File: src/rtl/bayer_gain_pipe.sv
// rtl/bayer_gain_pipe.sv - Bayer black-level subtraction and per-channel gain, 2-stage stream pipeline
// Define BAYER_GAIN_STATS_EN to build the per-channel output pixel sums and stat_valid_o pulse.
module bayer_gain_pipe #(
    parameter int DATA_WIDTH = 12,
    parameter int GAIN_WIDTH = 12,
    parameter int GAIN_FRAC  = 8,
    parameter int POS_WIDTH  = 13
) (
    input  logic                      clk_i,
    input  logic                      rst_n_i,
    input  logic                      cfg_enable_i,
    input  logic [1:0]                cfg_pattern_i,
    input  logic [4*DATA_WIDTH-1:0]   cfg_offset_i,
    input  logic [4*GAIN_WIDTH-1:0]   cfg_gain_i,
    input  logic                      cfg_update_i,
    input  logic [DATA_WIDTH-1:0]     s_data_i,
    input  logic                      s_valid_i,
    input  logic                      s_sop_i,
    input  logic                      s_eol_i,
    input  logic                      s_eof_i,
    output logic                      s_ready_o,
    output logic [DATA_WIDTH-1:0]     m_data_o,
    output logic                      m_valid_o,
    output logic                      m_sop_o,
    output logic                      m_eol_o,
    output logic                      m_eof_o,
    output logic [1:0]                m_channel_o,
    input  logic                      m_ready_i,
    output logic [31:0]               sat_count_o,
    output logic [4*32-1:0]           stat_sum_o,
    output logic                      stat_valid_o
);
    localparam int PROD_WIDTH = DATA_WIDTH + GAIN_WIDTH + 1;
    localparam logic [GAIN_WIDTH-1:0] GAIN_UNITY = GAIN_WIDTH'(1) << GAIN_FRAC;
    localparam logic [PROD_WIDTH-1:0] ROUND_BIAS = PROD_WIDTH'(1) << (GAIN_FRAC - 1);
    localparam logic [PROD_WIDTH-1:0] PIX_LIMIT  = PROD_WIDTH'({DATA_WIDTH{1'b1}});

    logic                    advance, accept, load, sat;
    logic [1:0]              pat_eff, ch;
    logic [4*DATA_WIDTH-1:0] off_eff;
    logic [4*GAIN_WIDTH-1:0] gain_eff;
    logic [DATA_WIDTH-1:0]   off_sel;
    logic [POS_WIDTH-1:0]    pos_x, pos_y;
    logic [PROD_WIDTH-1:0]   prod, scaled;

    logic                    pending_q, pending_d;
    logic [1:0]              act_pat_q, act_pat_d;
    logic [4*DATA_WIDTH-1:0] act_off_q, act_off_d;
    logic [4*GAIN_WIDTH-1:0] act_gain_q, act_gain_d;
    logic [POS_WIDTH-1:0]    x_q, x_d, y_q, y_d;

    logic                    s1_valid_q, s1_valid_d, s1_sop_q, s1_sop_d;
    logic                    s1_eol_q, s1_eol_d, s1_eof_q, s1_eof_d, s1_en_q, s1_en_d;
    logic [DATA_WIDTH-1:0]   s1_data_q, s1_data_d;
    logic [1:0]              s1_ch_q, s1_ch_d;
    logic [GAIN_WIDTH-1:0]   s1_gain_q, s1_gain_d;

    logic                    m_valid_q, m_valid_d, m_sop_q, m_sop_d;
    logic                    m_eol_q, m_eol_d, m_eof_q, m_eof_d;
    logic [DATA_WIDTH-1:0]   m_data_q, m_data_d;
    logic [1:0]              m_ch_q, m_ch_d;
    logic [31:0]             sat_count_q, sat_count_d;

    always_comb begin
        advance = !m_valid_q || m_ready_i;
        accept  = s_valid_i && advance;
        // A pending (or same-cycle) update is applied exactly at an accepted sop beat.
        load    = accept && s_sop_i && (pending_q || cfg_update_i);

        pat_eff  = load ? cfg_pattern_i : act_pat_q;
        off_eff  = load ? cfg_offset_i  : act_off_q;
        gain_eff = load ? cfg_gain_i    : act_gain_q;

        pos_x   = s_sop_i ? '0 : x_q;
        pos_y   = s_sop_i ? '0 : y_q;
        ch      = {pos_y[0], pos_x[0]} ^ pat_eff;
        off_sel = off_eff[int'(ch)*DATA_WIDTH +: DATA_WIDTH];

        pending_d  = (pending_q || cfg_update_i) && !load;
        act_pat_d  = pat_eff;
        act_off_d  = off_eff;
        act_gain_d = gain_eff;

        x_d = x_q;
        y_d = y_q;
        if (accept) begin
            x_d = s_eol_i ? '0 : pos_x + POS_WIDTH'(1);
            y_d = s_eol_i ? pos_y + POS_WIDTH'(1) : pos_y;
        end

        s1_valid_d = s1_valid_q;
        s1_data_d  = s1_data_q;
        s1_sop_d   = s1_sop_q;
        s1_eol_d   = s1_eol_q;
        s1_eof_d   = s1_eof_q;
        s1_ch_d    = s1_ch_q;
        s1_en_d    = s1_en_q;
        s1_gain_d  = s1_gain_q;
        if (advance) begin
            s1_valid_d = s_valid_i;
            if (!cfg_enable_i)
                s1_data_d = s_data_i;
            else if (s_data_i < off_sel)
                s1_data_d = '0;
            else
                s1_data_d = s_data_i - off_sel;
            s1_sop_d  = s_sop_i;
            s1_eol_d  = s_eol_i;
            s1_eof_d  = s_eof_i;
            s1_ch_d   = ch;
            s1_en_d   = cfg_enable_i;
            // Gain travels with the pixel so a config load at a new sop cannot touch the previous frame's tail.
            s1_gain_d = gain_eff[int'(ch)*GAIN_WIDTH +: GAIN_WIDTH];
        end

        prod   = PROD_WIDTH'(s1_data_q) * PROD_WIDTH'(s1_gain_q) + ROUND_BIAS;
        scaled = prod >> GAIN_FRAC;
        sat    = s1_en_q && (scaled > PIX_LIMIT);

        m_valid_d   = m_valid_q;
        m_data_d    = m_data_q;
        m_sop_d     = m_sop_q;
        m_eol_d     = m_eol_q;
        m_eof_d     = m_eof_q;
        m_ch_d      = m_ch_q;
        sat_count_d = sat_count_q;
        if (advance) begin
            m_valid_d = s1_valid_q;
            if (!s1_en_q)
                m_data_d = s1_data_q;
            else if (sat)
                m_data_d = '1;
            else
                m_data_d = scaled[DATA_WIDTH-1:0];
            m_sop_d = s1_sop_q;
            m_eol_d = s1_eol_q;
            m_eof_d = s1_eof_q;
            m_ch_d  = s1_ch_q;
            if (s1_valid_q) begin
                if (s1_sop_q)
                    sat_count_d = {31'b0, sat};
                else if (sat && sat_count_q != '1)
                    sat_count_d = sat_count_q + 32'd1;
            end
        end
    end

    always_ff @(posedge clk_i or negedge rst_n_i) begin
        if (!rst_n_i) begin
            pending_q   <= 1'b0;
            act_pat_q   <= 2'd0;
            act_off_q   <= '0;
            act_gain_q  <= {4{GAIN_UNITY}};
            x_q         <= '0;
            y_q         <= '0;
            s1_valid_q  <= 1'b0;
            s1_data_q   <= '0;
            s1_sop_q    <= 1'b0;
            s1_eol_q    <= 1'b0;
            s1_eof_q    <= 1'b0;
            s1_ch_q     <= 2'd0;
            s1_en_q     <= 1'b0;
            s1_gain_q   <= '0;
            m_valid_q   <= 1'b0;
            m_data_q    <= '0;
            m_sop_q     <= 1'b0;
            m_eol_q     <= 1'b0;
            m_eof_q     <= 1'b0;
            m_ch_q      <= 2'd0;
            sat_count_q <= '0;
        end else begin
            pending_q   <= pending_d;
            act_pat_q   <= act_pat_d;
            act_off_q   <= act_off_d;
            act_gain_q  <= act_gain_d;
            x_q         <= x_d;
            y_q         <= y_d;
            s1_valid_q  <= s1_valid_d;
            s1_data_q   <= s1_data_d;
            s1_sop_q    <= s1_sop_d;
            s1_eol_q    <= s1_eol_d;
            s1_eof_q    <= s1_eof_d;
            s1_ch_q     <= s1_ch_d;
            s1_en_q     <= s1_en_d;
            s1_gain_q   <= s1_gain_d;
            m_valid_q   <= m_valid_d;
            m_data_q    <= m_data_d;
            m_sop_q     <= m_sop_d;
            m_eol_q     <= m_eol_d;
            m_eof_q     <= m_eof_d;
            m_ch_q      <= m_ch_d;
            sat_count_q <= sat_count_d;
        end
    end

    assign s_ready_o   = advance;
    assign m_valid_o   = m_valid_q;
    assign m_data_o    = m_data_q;
    assign m_sop_o     = m_sop_q;
    assign m_eol_o     = m_eol_q;
    assign m_eof_o     = m_eof_q;
    assign m_channel_o = m_ch_q;
    assign sat_count_o = sat_count_q;

`ifdef BAYER_GAIN_STATS_EN
    logic            out_xfer;
    logic [4*32-1:0] stat_sum_q, stat_sum_d;
    logic            stat_valid_q, stat_valid_d;

    always_comb begin
        out_xfer     = m_valid_q && m_ready_i;
        stat_sum_d   = stat_sum_q;
        stat_valid_d = out_xfer && m_eof_q;
        if (out_xfer) begin
            if (m_sop_q)
                stat_sum_d = '0;
            stat_sum_d[int'(m_ch_q)*32 +: 32] = stat_sum_d[int'(m_ch_q)*32 +: 32] + 32'(m_data_q);
        end
    end

    always_ff @(posedge clk_i or negedge rst_n_i) begin
        if (!rst_n_i) begin
            stat_sum_q   <= '0;
            stat_valid_q <= 1'b0;
        end else begin
            stat_sum_q   <= stat_sum_d;
            stat_valid_q <= stat_valid_d;
        end
    end

    assign stat_sum_o   = stat_sum_q;
    assign stat_valid_o = stat_valid_q;
`else
    assign stat_sum_o   = '0;
    assign stat_valid_o = 1'b0;
`endif
endmodule

File: config.mk
export PLATFORM = sky130hd
export DESIGN_NAME = bayer_gain_pipe
export DESIGN_NICKNAME = d
export VERILOG_FILES = /design/src/rtl/bayer_gain_pipe.sv
export SDC_FILE = /design/constraint.sdc
export NUM_CORES = 1
export LEC_CHECK = 0
export ABC_AREA = 1
export BUFFER_PORTS_ARGS = -buffer_cell sky130_fd_sc_hd__clkbuf_2
export CORE_MARGIN = 5
export CORE_UTILIZATION = 45
export DETAILED_ROUTE_END_ITERATION = 10
export GPL_TIMING_DRIVEN = 0
export PLACE_DENSITY = 0.67
export SLEW_MARGIN = 5
export SYNTH_ARGS = -nofsm -noshare
export SYNTH_HDL_FRONTEND = slang
export SYNTH_SLANG_ARGS = --single-unit
File: constraint.sdc
create_clock -name clk_i -period 12 [get_ports clk_i]
set_input_delay 2.4 -clock clk_i [delete_from_list [all_inputs] [get_ports clk_i]]
set_output_delay 2.4 -clock clk_i [all_outputs]
set_load 0.01 [all_outputs]
==> metrics.yaml <==
finalSetupViolations: 0
post_drt_via_cell_ratio: 4.81
cp.arrival_ns: 7.01
grt_antenna_before_repair: 4
worst-r2r-cell-count: 28
tritoncts: "built"
overall_die_height_um: 195
fillers: 3242
syn_area_per_cell_um2: 7.94
fin_setup_tns_ns: 0
first_global_vias: 13200
max_slew_headroom_at_the_worst_pin_pct: 36.3
detail_route.wl_per_cell_um: 16.0
routed_wl_mm: 43.5
io_pins: 299
min_period_ns: 6.72
top_post_synthesis_cells_by_area: "dfrtp_1 29%, fa_1 13%, nand2_1 11%, inv_1 8.3%, ha_1 6.6%"
final_hold_vios: 0
detail_route.drc_violations: 0
timing_max_transition_violations_final: 0
die_area_um2: 38100
syn-instance-count: 1947
max_clock_freq_ghz: 0.149
htree_num_levels: 4
detail-route-antenna-nets: 0
floorplan.rows: 67
synth_async_sr_flop_share_pct: 100
min_from: "s1_valid_q"
clock_skew_ns: 0.0148
synth_seq_area_share_pct: 29.5
synth_enable_flop_cells: 0
global_route_wire_length_before_repair_mm: 70.0
min-delay-path-class: "register to register"
ys_types: 49
portBuffers: 169
hold-path-cell-count: 2
numCtsBuffers: 17
postSynth.topFlopCell: "dfrtp_1"
grt_overflow_total: 0
clock_tree.buffer_depth: 2
firstDrtPassIters: 5
initial_core_util_pct: 45.9
clock_pin_transition_on_the_worst_setup_and_hold_timing_paths_ns: 0.07
rsz_0062_raised_after_global_routing: "false"
register_bit_count_reported_by_yosys: 182
max_slew.worst_pin.slew_ns: 0.954
post_cts_resized: 0
cts.root.buffer_cell: "clkbuf_16"
drt_iter0_drcs: 798
design.core.area_um2: 33700
period_share_pct: 56.0
antenna_cells: 0
fraction_of_post_synthesis_cell_area_in_the_top_cell_type_by_area_pct: 28.8
area.growth.synth_to_final_pct: 16.7
largest_area_contributor_in_the_synthesized_netlist: "dfrtp_1"
mappedNetlistArea_um2: 15500
cts_setup_buffers: 0
cts_hold_repair.buffers: 0
clock_sinks: 182
holdPathEnd: "m_valid_o"
reg2reg_from: "s1_gain_q[11]"
hpwl_mm: 35.3
gp_congestion: 0.947
critical_path_rt_ns: 12.29
ff_latch_area_um2: 4560
worstSetupEndpointType: "register"
run_status: "finished clean"
r2r_end: "m_data_o[10]"
maximum_fanout_along_the_worst_path: 10
post_route_cells_drive_above_1_share_pct: 19.4
worstSetupStartpointType: "input pin"
grt_use_total_pct: 22.6
num_vias: 13100
grt_max_degree: 74
path_class: "input pin to register"
die_width_um: 195
final_nets: 2568
ys_warn_count: 0
reg2reg_slack_ns: 5.67
maxCapViolCount: 0
clkLatencyLatePin_ns: 0.44
multi_input_comb_area_um2: 8790
[routing by layer]
layer	vias to the layer above	track usage (%)	share of wire, %
met4	8	5.97	2.5
met2	401	37.5	47
met3	78	5.17	6.5
met5	-	0	0.11
met1	6197	30.2	44
li1	6419	-	-
[per-stage QoR]
step                      utilization, %  setup slack (ns)  cell area, um^2  hold WS [ns]  std cells
final                               53.5              5.28            18000         0.463       2726
after global routing                53.5              4.88            18000         0.488       2726
after CTS                           53.5              5.30            18000         0.465       2726
after detailed placement            51.6              4.89            17400         0.449       2694
after global placement              51.5              4.99            17300         0.450       2692
after floorplan                        -              6.47            15900         0.432       2075
[cell families (layout without fill, tap and decap cells)]
| kind of cell | count (synthesis) | count (layout) | share of synthesized area (%) |
|---|---|---|---|
| AND/OR/NAND/NOR | 715 | 715 | 18.8 |
| buffers and inverters | 549 | 752 | 16.8 |
| AO/OA/AOI/OAI | 208 | 208 | 7.78 |
| adder cells (fa/ha/maj) | 184 | 184 | 19.9 |
| flip-flops | 182 | 182 | 29.5 |
| multiplexers | 80 | 80 | 5.72 |
| XOR/XNOR | 28 | 28 | 1.59 |
| other | 1 | 129 | 0.0243 |
[worst max-delay path by stage]
stage	startpoint	end	slack (ns)	depth (start not counted)
2_1_floorplan	m_ready_i	s1_data_q[5]	6.47	23
3_3_place_gp	m_ready_i	s1_data_q[2]	4.99	26
3_5_place_dp	m_ready_i	s1_data_q[2]	4.89	23
4_1_cts	m_ready_i	s1_data_q[2]	5.30	23
5_1_grt	m_ready_i	s1_data_q[2]	4.88	23
6_report	m_ready_i	s1_data_q[2]	5.28	23
[worst max-delay path: stages]
cell and delay (ns):
clkbuf_2 0.08, nor2_2 0.05, inv_2 0.13, nand2_2 0.10
inv_2 0.07, nand3_2 0.19, nand2_1 0.13, o21ai_1 0.09
xnor2_1 0.54, clkbuf_1 0.49, o21ai_0 0.18, o22ai_1 0.29
ha_1 0.21, inv_1 0.06, fa_1 0.38, nand2_1 0.07
inv_1 0.05, o21ai_0 0.28, nand2_1 0.16, nand3_1 0.11
o2111ai_1 0.47, a22oi_1 0.37, o21ai_0 0.11
[synthesized netlist by cell type, types with 20 or more instances]
master      n
dfrtp_1   178
nand3_1    62
nor2_1    130
clkbuf_1   50
fa_1      102
mux2_2     67
buf_4     129
a21oi_1    51
ha_1       82
inv_1     341
nand2_1   471
xor2_1     20
o21ai_0    86
[layout make-up]
cell class,instances,area share [%]
well taps,448,3.11
flip-flops and latches,182,25.3
multi-input cells,1344,48.7
repair buffers,171,5.04
clock buffers,20,2.59
inverters,346,7.20
clock inverters,12,0.881
plain buffers,203,7.16
[state kept, by name (all words and copies together), names as in the netlist, 2 cells and up]
signal,flops
act_gain_q,48
act_pat_q,2
m_data_o,12
act_off_q,48
s1_data_q,12
m_channel_o,2
sat_count_o,32
s1_ch_q,2
s1_gain_q,12
[cell usage in the layout, fill, tap and decap left out, types with 8 or more instances in the layout]
cell	synthesis	layout
o22a_1	11	11
conb_1	1	129
o21bai_1	8	8
mux2i_1	13	13
mux2_2	67	67
dfrtp_1	178	178
clkbuf_1	50	50
xnor2_1	8	8
o211ai_1	17	17
xor2_1	20	20
fa_1	102	102
nor3_1	16	16
buf_2	18	18
o21ai_0	86	86
clkbuf_2	0	168
nand3_1	62	62
nand4_1	10	10
ha_1	82	82
inv_1	341	341
a31oi_1	10	10
nor2_1	130	130
nand2_1	471	471
buf_4	129	129
clkbuf_16	0	17
a21oi_1	51	51
o21ai_1	8	8
Power is not shown: default switching activity piles up to over one toggle a cycle in this logic, so the estimate is an artifact.
